`config.mk`:
```
export PLATFORM = sky130hd
export DESIGN_NAME = spi_sevenseg_master
export DESIGN_NICKNAME = d
export VERILOG_FILES = /design/src/rtl/spi_sevenseg_master.sv
export SDC_FILE = /design/constraint.sdc
export NUM_CORES = 1
export LEC_CHECK = 0
export ABC_AREA = 1
export BUFFER_PORTS_ARGS = -buffer_cell sky130_fd_sc_hd__buf_2
export CAP_MARGIN = 15
export CORE_UTILIZATION = 31
export CTS_BUF_LIST = sky130_fd_sc_hd__clkbuf_8
export CTS_CLUSTER_DIAMETER = 50
export DETAILED_ROUTE_END_ITERATION = 12
export PLACE_DENSITY_LB_ADDON = 0.08
export SLEW_MARGIN = 0
export SYNTH_ARGS = -nofsm -noshare
export SYNTH_HDL_FRONTEND = slang
export SYNTH_SLANG_ARGS = --single-unit
export TNS_END_PERCENT = 1
```
`constraint.sdc`:
```
create_clock -name sclk -period 5.5 [get_ports sclk]
set_clock_uncertainty 0.05 [all_clocks]
set_input_delay 1.1 -clock sclk [delete_from_list [all_inputs] [get_ports sclk]]
set_output_delay 1.1 -clock sclk [all_outputs]
set_load 0.03 [all_outputs]
```
`src/rtl/spi_sevenseg_master.sv`:
```
// spi_sevenseg_master: FIFO-fed MSB-first serialiser for 6-bit seven-segment command frames,
// holding ss low for exactly six edges per frame and high for GAP_CYCLES edges between frames.
module spi_sevenseg_master #(
  parameter int DEPTH      = 4,
  parameter int GAP_CYCLES = 1
) (
  input  logic       sclk,
  input  logic       rst_n,
  input  logic       wr_en,
  input  logic [1:0] wr_cmd,
  input  logic [3:0] wr_data,
  output logic       full,
  output logic       empty,
  output logic       busy,
  output logic       overflow,
  output logic       frame_done,
  output logic       mosi,
  output logic       ss
);
  localparam int AW = $clog2(DEPTH);
  localparam int CW = AW + 1;
  localparam int GW = $clog2(GAP_CYCLES + 1);
  localparam logic [CW-1:0] CNT_FULL = CW'(DEPTH);
  localparam logic [GW-1:0] GAP_END = GW'(GAP_CYCLES);
  typedef enum logic [1:0] {IDLE, SHIFT, GAP} state_t;
  state_t        state_q, state_d;
  logic [5:0]    mem_q [DEPTH];
  logic [AW-1:0] wptr_q, wptr_d, rptr_q, rptr_d;
  logic [CW-1:0] cnt_q, cnt_d;
  logic [4:0]    sh_q, sh_d;
  logic [2:0]    bitcnt_q, bitcnt_d;
  logic [GW-1:0] gapcnt_q, gapcnt_d;
  logic          mosi_q, mosi_d, ss_q, ss_d, fd_q, fd_d, ovf_q, ovf_d;
  logic          push, pop;
  assign full       = cnt_q == CNT_FULL;
  assign empty      = cnt_q == '0;
  assign busy       = state_q != IDLE;
  assign overflow   = ovf_q;
  assign frame_done = fd_q;
  assign mosi       = mosi_q;
  assign ss         = ss_q;
  // full is taken from the registered count, so a push while full is dropped even if a pop shares the edge
  assign push   = wr_en && !full;
  assign ovf_d  = wr_en && full;
  assign cnt_d  = cnt_q + CW'(push) - CW'(pop);
  assign wptr_d = wptr_q + AW'(push);
  assign rptr_d = rptr_q + AW'(pop);
  always_comb begin
    state_d  = state_q;
    sh_d     = sh_q;
    bitcnt_d = bitcnt_q;
    gapcnt_d = gapcnt_q;
    mosi_d   = mosi_q;
    ss_d     = ss_q;
    fd_d     = 1'b0;
    pop      = 1'b0;
    case (state_q)
      IDLE: pop = !empty;
      SHIFT: begin
        if (bitcnt_q == 3'd5) begin
          ss_d     = 1'b1;
          mosi_d   = 1'b0;
          fd_d     = 1'b1;
          gapcnt_d = GW'(1);
          state_d  = GAP;
        end else begin
          sh_d     = {sh_q[3:0], 1'b0};
          mosi_d   = sh_q[4];
          bitcnt_d = bitcnt_q + 3'd1;
        end
      end
      GAP: begin
        if (gapcnt_q == GAP_END) begin
          pop     = !empty;
          state_d = IDLE;
        end else begin
          gapcnt_d = gapcnt_q + 1'b1;
        end
      end
      default: state_d = IDLE;
    endcase
    // a pop starts a frame: first bit goes out now, the rest wait in the shifter
    if (pop) begin
      sh_d     = mem_q[rptr_q][4:0];
      mosi_d   = mem_q[rptr_q][5];
      ss_d     = 1'b0;
      bitcnt_d = 3'd0;
      state_d  = SHIFT;
    end
  end
  always_ff @(posedge sclk) begin
    if (!rst_n) begin
      state_q  <= IDLE;
      wptr_q   <= '0;
      rptr_q   <= '0;
      cnt_q    <= '0;
      sh_q     <= '0;
      bitcnt_q <= '0;
      gapcnt_q <= '0;
      mosi_q   <= 1'b0;
      ss_q     <= 1'b1;
      fd_q     <= 1'b0;
      ovf_q    <= 1'b0;
    end else begin
      state_q  <= state_d;
      wptr_q   <= wptr_d;
      rptr_q   <= rptr_d;
      cnt_q    <= cnt_d;
      sh_q     <= sh_d;
      bitcnt_q <= bitcnt_d;
      gapcnt_q <= gapcnt_d;
      mosi_q   <= mosi_d;
      ss_q     <= ss_d;
      fd_q     <= fd_d;
      ovf_q    <= ovf_d;
    end
  end
  always_ff @(posedge sclk) begin
    if (push) mem_q[wptr_q] <= {wr_cmd, wr_data};
  end
endmodule

```
==> impl_table.tex <==
\begin{tabular}{lr}
\hline
Metric & Value \\
\hline
\multicolumn{2}{l}{\textbf{Synth}} \\
Net Count, Synth & 256 \\
Number of synthesized register bits & 46 \\
Post-synthesis instance area & 2062 um\^{}2 \\
Synth warn & 0 \\
Complex-gate fraction of the synthesized area & 0.03277 \\
Adder-cell area share of the yosys netlist & 0.04612 \\
Sequential-to-total area share from yosys stat & 0.5631 \\
Simple-gate portion of the synthesized area & 0.2275 \\
Number of unique standard cell types used by synthesis & 22 \\
Multiplexer fraction of the synthesized cell area & 0 \\
Instance count of the mapped netlist & 240 \\
Mapped Avg Cell Area & 8.592 um\^{}2 \\
Dominant combinational cell family by area after synthesis & simple AND/OR/NAND/NOR gates \\
Fraction of synthesized cell area in xor and xnor cells & 0.01699 \\
\multicolumn{2}{l}{\textbf{STA}} \\
Total negative slack for setup checks & 0 ns \\
Endpoints failing setup & 0 \\
Number of endpoints with negative hold slack in the final report & 0 \\
Time the worst path needs with I/O delays and setup & 2.391 ns \\
Unrepaired setup endpoints after global routing & false \\
Fmax & 0.4182 GHz \\
Slew HR & 0.2597 \\
Slew @ Worst Pin & 1.102 ns \\
Max-slew violations & 0 \\
Period utilization & 0.4348 \\
\multicolumn{2}{l}{\textbf{Setup path}} \\
Required time of the critical path & 4.35 ns \\
CP endpoint kind & output pin \\
Crit path DAT & 1.24 ns \\
Highest net fanout along the worst path & 5 \\
CP Class & reg -> out \\
Critical Path Start Type & flip-flop \\
\multicolumn{2}{l}{\textbf{Global routing}} \\
Pin count of the biggest net entering global routing & 17 \\
Grt total ovfl & 0 \\
Wire length of the first global-routing pass & 6989 um \\
Antenna violations before repair & 0 \\
Busiest grt layer & met2 \\
Vias in the first global route & 1429 \\
Global-route met2 utilization & 0.1990 \\
Total routing usage reported by global routing & 0.1286 \\
Met1 Track Usage GR & 0.1763 \\
Met3 capacity usage during global routing & 0.02671 \\
\multicolumn{2}{l}{\textbf{Routing}} \\
Overall routed net length & 3946 um \\
First drt pass iteration count & 4 \\
DRC errors left & 0 \\
Avg Vias per Cell & 4.204 \\
Vias post-DR & 1404 \\
Number of antenna-violating nets in the routed design & 0 \\
Violation count after the first detailed-routing iteration & 93 \\
Final routed wire length divided by cell count & 11.81 um \\
\multicolumn{2}{l}{\textbf{Clock tree}} \\
Deepest level of the CTS H-tree & 2 \\
Clock edge transition at the registers on the reported setup and hold paths & 0.09 ns \\
Clock network latency to the later pin of the worst-skew pair & 0.30 ns \\
Clock root buffer master & sky130\_fd\_sc\_hd\_\_clkbuf\_8 \\
TritonCTS Sinks & 46 \\
Cts-stage hold buffer count & 0 \\
Worst-case clock buffer depth & 2 \\
Number of setup buffers added after CTS & 0 \\
Post-cts repair resize count & 0 \\
Clock tree from TritonCTS & done \\
Inserted Clock Buffers & 5 \\
\multicolumn{2}{l}{\textbf{Cells and area}} \\
Nets@finish & 272 \\
Final-layout fill cell count & 683 \\
Final core area utilization & 0.3578 \\
Finished layout cell area & 2285 um\^{}2 \\
Antenna Diode Count & 0 \\
Growth of design area from synthesis to finish & 10.80\% \\
Layout cell share with drive strength beyond 1 & 0.1089 \\
Fin cells & 334 \\
\multicolumn{2}{l}{\textbf{Die}} \\
Die area & 6981 um\^{}2 \\
Core Rows & 29 \\
Effective utilization at floorplan & 0.3229 \\
Die Height & 83.56 um \\
Core area & 6386 um\^{}2 \\
Horizontal die dimension & 83.56 um \\
IO Count & 16 \\
\multicolumn{2}{l}{\textbf{Placed design}} \\
Post-Place Cell Area & 2198 um\^{}2 \\
Detail Placement HPWL & 2900 um \\
Number of port buffers & 15 \\
Placed Cells incl. Taps & 326 \\
Routability Congestion & 0.7229 \\
\multicolumn{2}{l}{\textbf{Flow run}} \\
Max-cap violations & 0 \\
\multicolumn{2}{l}{\textbf{Pwr}} \\
Peak supply drop & 0.0001962 V \\
Cell area power density & 450.1 nW/um\^{}2 \\
Static leakage & 1.110 nW \\
\multicolumn{2}{l}{\textbf{Min path}} \\
Path category of the worst min-delay check & reg -> reg \\
\multicolumn{2}{l}{\textbf{Run status}} \\
Run status & finished, final reports clean \\
\hline
\end{tabular}
-- path summary, 6_finish.rpt --
kind,from,end,slack [ns],cells past startpoint
worst max-delay path,cnt_q[1],empty,3.11,4
worst min-delay path,bitcnt_q[1],bitcnt_q[1],0.45,2
worst max register to register,state_q[0],cnt_q[2],3.40,9
worst min register to register,bitcnt_q[1],bitcnt_q[1],0.45,2
-- cell families (layout without fill, tap and decap cells) --
kind of cell	after synthesis	count (layout)
xor+xnor	4	4
simple gates	111	111
compound gates	13	13
fa+ha+maj	7	7
buf+inv	59	76
flops	46	46
-- cell type report --
| class | count | area [um^2] | share of cell area |
|---|---|---|---|
| multi-input combinational | 135 | 666.9 | 0.2919 |
| sequential | 46 | 1161 | 0.5082 |
| clock inverter | 3 | 17.52 | 0.007667 |
| timing repair buffer | 15 | 75.07 | 0.03286 |
| clock buffer | 5 | 68.82 | 0.03012 |
| inverter | 53 | 198.9 | 0.08708 |
| tap | 77 | 96.34 | 0.04217 |
-- report_power, final --
part           total [W]  internal (W)  switching (W)
logic           0.000353      0.000117       0.000236
registers       0.000470      0.000427      0.0000429
clock network   0.000205     0.0000881       0.000117
total            0.00103      0.000632       0.000396
-- critical path: stages (launching register included) --
cell and delay (ns):
sky130_fd_sc_hd__dfxtp_1 0.32, sky130_fd_sc_hd__inv_1 0.15, sky130_fd_sc_hd__nand2_1 0.07, sky130_fd_sc_hd__nor2_1 0.18, sky130_fd_sc_hd__buf_2 0.24
-- through the flow --
| step | worst slack, ns | hold WS [ns] | total power, W |
|---|---|---|---|
| detailed placement | 2.792 | 0.4331 | 0.0008378 |
| global placement | 2.897 | 0.4267 | 0.0008398 |
| global route | 3.011 | 0.4864 | 0.001126 |
| CTS | 3.081 | 0.4473 | 0.001044 |
| finish | 3.109 | 0.4520 | 0.001028 |
| floorplan | 3.083 | 0.4057 | 0.0007534 |
-- Yosys cell counts --
master	count	area [um^2]
sky130_fd_sc_hd__a21oi_1	9	45.04
sky130_fd_sc_hd__a22oi_1	1	7.510
sky130_fd_sc_hd__buf_2	3	15.01
sky130_fd_sc_hd__buf_6	1	11.26
sky130_fd_sc_hd__clkbuf_1	1	3.750
sky130_fd_sc_hd__clkbuf_2	1	5.000
sky130_fd_sc_hd__dfxtp_1	22	440.4
sky130_fd_sc_hd__edfxtp_1	24	720.7
sky130_fd_sc_hd__fa_1	1	20.02
sky130_fd_sc_hd__ha_1	6	75.07
sky130_fd_sc_hd__inv_1	51	191.4
sky130_fd_sc_hd__inv_2	2	7.510
sky130_fd_sc_hd__nand2_1	68	255.2
sky130_fd_sc_hd__nand3_1	27	135.1
sky130_fd_sc_hd__nand3_2	1	10.01
sky130_fd_sc_hd__nor2_1	8	30.03
sky130_fd_sc_hd__nor2_2	2	12.51
sky130_fd_sc_hd__nor3_1	4	20.02
sky130_fd_sc_hd__o21ai_0	3	15.01
sky130_fd_sc_hd__or2_2	1	6.260
sky130_fd_sc_hd__xnor2_1	2	17.52
sky130_fd_sc_hd__xor2_1	2	17.52
-- placed cells by master (no fill, tap or decap), drive strengths merged --
cell type  instances
xor2               2
nand3             28
o21ai              3
inv               54
clkbuf             5
nor2              10
ha                 6
a22oi              1
fa                 1
nand2             68
or2                1
edfxtp            24
xnor2              2
clkinv             2
nor3               4
a21oi              9
dfxtp             22
buf               15
-- flip-flops by register name (all words and copies together) (netlist names) --
name and count:
state_q 2, overflow 1, rptr_q 2, gapcnt_q 1
bitcnt_q 3, mosi 1, ss 1, wptr_q 2
frame_done 1, mem_q 24, cnt_q 3, sh_q 5
-- metal layers --
layer,up-vias,part of all wire
met5,-,0
met4,0,0.011
met3,4,0.018
met2,10,0.45
met1,617,0.52
li1,773,-
No activity file was read; power rests on OpenSTA's default activity.
